**src/rtl/fpu_pkg.sv**
```systemverilog
// fpu_pkg: shared FPU opcode, arbiter state and width definitions
package fpu_pkg;

    localparam int FPU_DATA_WIDTH = 32;

    typedef enum logic [2:0] {
        ADD = 3'b000,
        SUB = 3'b001,
        MUL = 3'b010,
        DIV = 3'b011
    } fpu_op_t;

    typedef enum logic [1:0] {
        RUN,
        DRAIN,
        QUIESCED
    } arb_state_t;

endpackage

```
**src/rtl/fpu_tag_fifo.sv**
```systemverilog
// fpu_tag_fifo: in-order FIFO of requester tags for operations in flight; pops on empty are ignored
module fpu_tag_fifo #(
    parameter int DEPTH = 4,
    parameter int TAG_W = 2
) (
    input  logic                     clk_gated,
    input  logic                     rst_n,
    input  logic                     push,
    input  logic [TAG_W-1:0]         push_tag,
    input  logic                     pop,
    output logic [TAG_W-1:0]         head_tag,
    output logic                     empty,
    output logic [$clog2(DEPTH):0]   count
);
    localparam int PW = $clog2(DEPTH);
    localparam int CW = PW + 1;

    logic [TAG_W-1:0] mem [DEPTH];
    logic [PW-1:0]    wr_ptr;
    logic [PW-1:0]    rd_ptr;
    logic             do_pop;

    assign empty    = count == '0;
    assign do_pop   = pop && !empty;
    assign head_tag = mem[rd_ptr];

    always_ff @(posedge clk_gated or negedge rst_n) begin
        if (!rst_n) begin
            wr_ptr <= '0;
            rd_ptr <= '0;
            count  <= '0;
        end else begin
            if (push)
                wr_ptr <= wr_ptr + PW'(1);
            if (do_pop)
                rd_ptr <= rd_ptr + PW'(1);
            if (push && !do_pop)
                count <= count + CW'(1);
            else if (!push && do_pop)
                count <= count - CW'(1);
        end
    end

    always_ff @(posedge clk_gated) begin
        if (push)
            mem[wr_ptr] <= push_tag;
    end

endmodule

```
**src/rtl/fpu_req_arbiter.sv**
```systemverilog
// fpu_req_arbiter: round-robin arbiter sharing one pipelined FPU among NUM_REQ requesters
module fpu_req_arbiter
    import fpu_pkg::*;
#(
    parameter int NUM_REQ         = 4,
    parameter int DATA_WIDTH      = FPU_DATA_WIDTH,
    parameter int MAX_OUTSTANDING = 4
) (
    input  logic                          clk_gated,
    input  logic                          rst_n,
    input  logic [NUM_REQ-1:0]            req_valid,
    output logic [NUM_REQ-1:0]            req_ready,
    input  logic [3*NUM_REQ-1:0]          req_op,
    input  logic [DATA_WIDTH*NUM_REQ-1:0] req_a,
    input  logic [DATA_WIDTH*NUM_REQ-1:0] req_b,
    output logic                          fpu_valid_in,
    output logic [2:0]                    fpu_operation,
    output logic [DATA_WIDTH-1:0]         fpu_operand_a,
    output logic [DATA_WIDTH-1:0]         fpu_operand_b,
    input  logic                          fpu_valid_out,
    input  logic [DATA_WIDTH-1:0]         fpu_result,
    input  logic                          fpu_exception,
    output logic [NUM_REQ-1:0]            rsp_valid,
    output logic [DATA_WIDTH-1:0]         rsp_result,
    output logic                          rsp_exception,
    input  logic                          quiesce,
    output logic                          idle,
    output logic                          err_orphan
);
    localparam int TAG_W = $clog2(NUM_REQ);
    localparam int CW    = $clog2(MAX_OUTSTANDING) + 1;

    arb_state_t       state;
    arb_state_t       state_nxt;
    logic [TAG_W-1:0] last_grant;
    logic [TAG_W-1:0] grant_idx;
    logic [TAG_W-1:0] cand;
    logic [TAG_W-1:0] head_tag;
    logic [CW-1:0]    count;
    logic             grant_any;
    logic             can_grant;
    logic             xfer;
    logic             empty;

    // Scan downward so the lowest offset from last_grant+1 is written last and wins
    always_comb begin
        grant_idx = '0;
        grant_any = 1'b0;
        cand      = '0;
        for (int k = NUM_REQ - 1; k >= 0; k--) begin
            cand = TAG_W'((int'(last_grant) + 1 + k) % NUM_REQ);
            if (req_valid[cand]) begin
                grant_idx = cand;
                grant_any = 1'b1;
            end
        end
    end

    assign can_grant = (state == RUN) && (count < CW'(MAX_OUTSTANDING));
    assign xfer      = can_grant && grant_any;

    always_ff @(posedge clk_gated or negedge rst_n) begin
        if (!rst_n)
            state <= RUN;
        else
            state <= state_nxt;
    end

    always_comb begin
        state_nxt = state;
        case (state)
            RUN:      state_nxt = quiesce ? DRAIN : RUN;
            DRAIN:    state_nxt = !quiesce ? RUN : (count == '0 && !fpu_valid_in) ? QUIESCED : DRAIN;
            QUIESCED: state_nxt = quiesce ? QUIESCED : RUN;
            default:  state_nxt = RUN;
        endcase
    end

    always_comb begin
        req_ready = xfer ? NUM_REQ'(1) << grant_idx : '0;
        idle      = state == QUIESCED;
    end

    always_ff @(posedge clk_gated or negedge rst_n) begin
        if (!rst_n) begin
            last_grant    <= TAG_W'(NUM_REQ - 1);
            fpu_valid_in  <= 1'b0;
            fpu_operation <= '0;
            fpu_operand_a <= '0;
            fpu_operand_b <= '0;
            err_orphan    <= 1'b0;
        end else begin
            fpu_valid_in <= xfer;
            if (xfer) begin
                last_grant    <= grant_idx;
                fpu_operation <= req_op[grant_idx*3 +: 3];
                fpu_operand_a <= req_a[grant_idx*DATA_WIDTH +: DATA_WIDTH];
                fpu_operand_b <= req_b[grant_idx*DATA_WIDTH +: DATA_WIDTH];
            end
            if (fpu_valid_out && empty)
                err_orphan <= 1'b1;
        end
    end

    // Results return in issue order, so the FIFO head names the owner
    assign rsp_valid     = (fpu_valid_out && !empty) ? NUM_REQ'(1) << head_tag : '0;
    assign rsp_result    = fpu_result;
    assign rsp_exception = fpu_exception;

    fpu_tag_fifo #(
        .DEPTH (MAX_OUTSTANDING),
        .TAG_W (TAG_W)
    ) u_tag_fifo (
        .clk_gated (clk_gated),
        .rst_n     (rst_n),
        .push      (xfer),
        .push_tag  (grant_idx),
        .pop       (fpu_valid_out),
        .head_tag  (head_tag),
        .empty     (empty),
        .count     (count)
    );

endmodule

```
**config.mk**
```make
export PLATFORM = sky130hd
export DESIGN_NAME = fpu_req_arbiter
export DESIGN_NICKNAME = d
export VERILOG_FILES = /design/src/rtl/fpu_pkg.sv /design/src/rtl/fpu_tag_fifo.sv /design/src/rtl/fpu_req_arbiter.sv
export SDC_FILE = /design/constraint.sdc
export NUM_CORES = 1
export LEC_CHECK = 0
export ABC_CLOCK_PERIOD_IN_PS = 2600
export BUFFER_PORTS_ARGS = -buffer_cell sky130_fd_sc_hd__buf_4
export CORE_AREA = 2 2 164 166
export DETAILED_ROUTE_END_ITERATION = 16
export DIE_AREA = 0 0 166 168
export GPL_TIMING_DRIVEN = 1
export PLACE_DENSITY = 0.47
export SLEW_MARGIN = 20
export SYNTH_ARGS = -nofsm -noshare
export SYNTH_HDL_FRONTEND = slang
export SYNTH_HIERARCHICAL = 1
export SYNTH_SLANG_ARGS = --single-unit
```
**constraint.sdc**
```tcl
create_clock -name clk_gated -period 2.6 [get_ports clk_gated]
set_clock_uncertainty 0.05 [all_clocks]
set_input_delay 0.26 -clock clk_gated [delete_from_list [all_inputs] [get_ports clk_gated]]
set_output_delay 0.26 -clock clk_gated [all_outputs]
set_load 0.01 [all_outputs]
```
==> qor.yml <==
clock_network:
  clk_path_buf_depth: 2
  cts-root-buf: "clkbuf_16"
  clkTransAtPathRegs_ns: 0.07
  cts_buffers: 9
  post-cts-setup-buffer-count: 0
  cts.sink_count: 88
  clock_latency_ns: 0.35
  tritoncts: "built"
  htreeDepth: 3
worst_setup_path:
  crit_path_end_kind: "output port"
  path_depth: 7
  critPathRequiredTime_ns: 2.29
  r2r_slack_ns: 0.28
  worstPathCellList: "mux2i_4, o22ai_4, nor2_8, buf_16, inv_2, nor2_1, buf_4"
  path_delay_family: "flip-flops"
  timing.critical_path.buf_inv: 3
  startpoint_type: "flip-flop"
  reg2reg_to: "fpu_operand_b[4]"
  cp_slowest_cell: "dfstp_2"
  arrival_ns: 2.14
  r2r_start: "last_grant[1]"
  worstPathMaxFanout: 10
  crit_path_end: "req_ready[2]"
  rr_worst_depth: 6
  crit_type: "flip-flop to output port"
  critical-path-max-stage-delay_ns: 0.62
  startpoint: "last_grant[1]"
finish:
  diodes: 0
  drive_gt1_frac: 0.432
  final_cell_mix: "buf_4 (360), dfrtp_1 (78), nand2_1 (73)"
  finish.net_count: 1256
  utilization: 0.346
  finish.instance_area_mm2: 0.00912
  final_common_cell: "buf_4"
  syn_to_final_growth_pct: 52.9
  fin_cells: 1287
power:
  irDropWorstVdd_mv: 0.449
  p_total_mw: 8.74
  p_leak_nw: 4.30
  p_per_area_mw_per_mm2: 958
global_routing:
  antenna_found_initial: 1
  track_usage: 0.177
  grt_pass1_wl_mm: 38.2
  grt_max_degree: 71
  grt_pass1_vias: 6349
  grt-ovfl-total: 0
drt:
  initialDrtViolationCount: 251
  wl_per_cell_um: 20.1
  wirelength_mm: 25.9
  via_per_inst: 4.80
  vias: 6175
  drt_first_pass_iters: 6
  ant_nets: 0
  drc_errors: 0
floorplanning:
  die_area_mm2: 0.0279
  fp.dieH_um: 168
  core-area_mm2: 0.0264
  io_pins: 420
  initial_utilization: 0.226
  die_x_um: 166
  rows: 60
logic_synthesis:
  syn_inst: 648
  synth_area_mm2: 0.00597
  synthTopCellsByArea: "dfrtp_1 (33%), mux2i_1 (11%), a21o_1 (8.8%), o211ai_1 (8.4%), o21ai_0 (5.7%)"
  synth_edf_count: 8
  yosys_register_bits: 88
  yosys.cell_types.count: 44
  ys_warn_count: 6
  yosysSeqAreaShare: 0.376
  synth_async_sr_flop_share: 0.909
  synthesis.nets: 963
  synth_top_flop_cell: "dfrtp_1"
  synth_largest_area_cell: "dfrtp_1"
  synth_area_per_cell_um2: 9.21
  synth_top_area_frac: 0.327
placed_design:
  dp_hpwl_mm: 18.1
  place_inst: 1268
  dpl_worst_slack_ns: 0.311
  post_dp_cell_area_mm2: 0.00875
  gp_congestion: 0.796
  io_buffers: 353
timing:
  timing.hold.ws_ns: 0.0792
  timing.final.crit_period_ns: 2.45
  post-route-period-util: 0.943
  fin_tns_setup_ns: 0
  drv_slew: 0
  final_hold_viol_count: 0
  final.setup.worst_slack_ns: 0.148
  worst_pin_slew_ns: 0.905
  setup_viol_count_final: 0
  max_freq_mhz: 408
  slew-limit-headroom: 0.397
run_status:
  status: "complete, no violations"
job:
  maxCapViolations: 0
min_path:
  min_path_type: "input port to flip-flop"
  hold_start: "quiesce"
[cell families (layout without fill, tap and decap cells)]
group                      after synthesis  count (layout)  share of synthesized area
AOI/OAI and AO/OA                      213             213                      0.245
xor gates and xnor gates                 6               6                    0.00881
adders and majority gates                6               6                     0.0138
buffers and inverters                   96             394                     0.0962
DFF                                     88              88                      0.376
muxes                                   71              71                      0.123
and+or+nand+nor                        168             168                      0.136
[repair_timing]
| item | CTS | global route |
|---|---|---|
| hold buffers | 1 | 0 |
| resized for setup | 2 | 2 |
| cloned | 0 | 2 |
| setup endpoints to repair | 2 | 4 |
| endpoints found under the hold margin | 34 | 0 |
[sequential cells by signal, summed over array words and instances (netlist names)]
register / count
err_orphan: 1
fpu_operand_a: 32
fpu_operand_b: 32
fpu_operation: 3
fpu_valid_in: 1
last_grant: 2
state: 2
u_tag_fifo/count: 3
u_tag_fifo/mem: 8
u_tag_fifo/rd_ptr: 2
u_tag_fifo/wr_ptr: 2
[worst register-to-register path: stages, from the launching register on]
cell and delay (ns):
dfstp_2 0.62, nand2_1 0.13, o22ai_4 0.22, buf_4 0.67, o21ai_0 0.21, a21o_1 0.25, o211ai_1 0.09
[worst min path at each step]
| stage | to | slack, ns | depth (start not counted) |
|---|---|---|---|
| detailed placement | fpu_operand_a[11] | 0.22 | 1 |
| CTS | state[1] | 0.06 | 2 |
| global route | state[1] | 0.08 | 2 |
| finish | state[1] | 0.08 | 2 |
| floorplan | err_orphan | -0.09 | 0 |
| global placement | fpu_operand_a[11] | 0.23 | 1 |
[synthesized netlist by cell type (all sizes together), types with 3 or more instances]
cell type	number
a21o	70
and2	4
buf	57
clkbuf	33
dfrtp	78
edfxtp	8
ha	5
inv	6
mux2i	68
nand2	75
nand2b	3
nand3	68
nor2	8
o211ai	67
o21ai	69
xnor2	3
xor2	3
[where the power goes]
part,switching (mW),leakage [nW],internal (mW)
combinational,2.65,3.11,2.31
clock,0.666,0.134,0.672
sequential,0.406,1.06,2.04
total,3.72,4.30,5.02
[metal layers]
layer | track usage | wire length (µm) | up-vias | share of wire
li1 | - | - | 2907 | -
met2 | 0.300 | 12600 | 274 | 0.49
met1 | 0.215 | 10600 | 2953 | 0.41
met4 | 0.0605 | 680 | 2 | 0.026
met5 | 0 | 13 | - | 0.00050
met3 | 0.0548 | 2070 | 39 | 0.080
[area by class of cell]
cell class	instances	area, µm²
Timing Repair Buffer	372	2950
Sequential cell	88	2240
Inverter	6	22.5
Tap cell	341	427
Multi-Input combinational cell	464	3190
Fill cell	2747	17200
Clock buffer	9	225
Clock inverter	7	65.1
No activity file was read; power rests on OpenSTA's default activity.
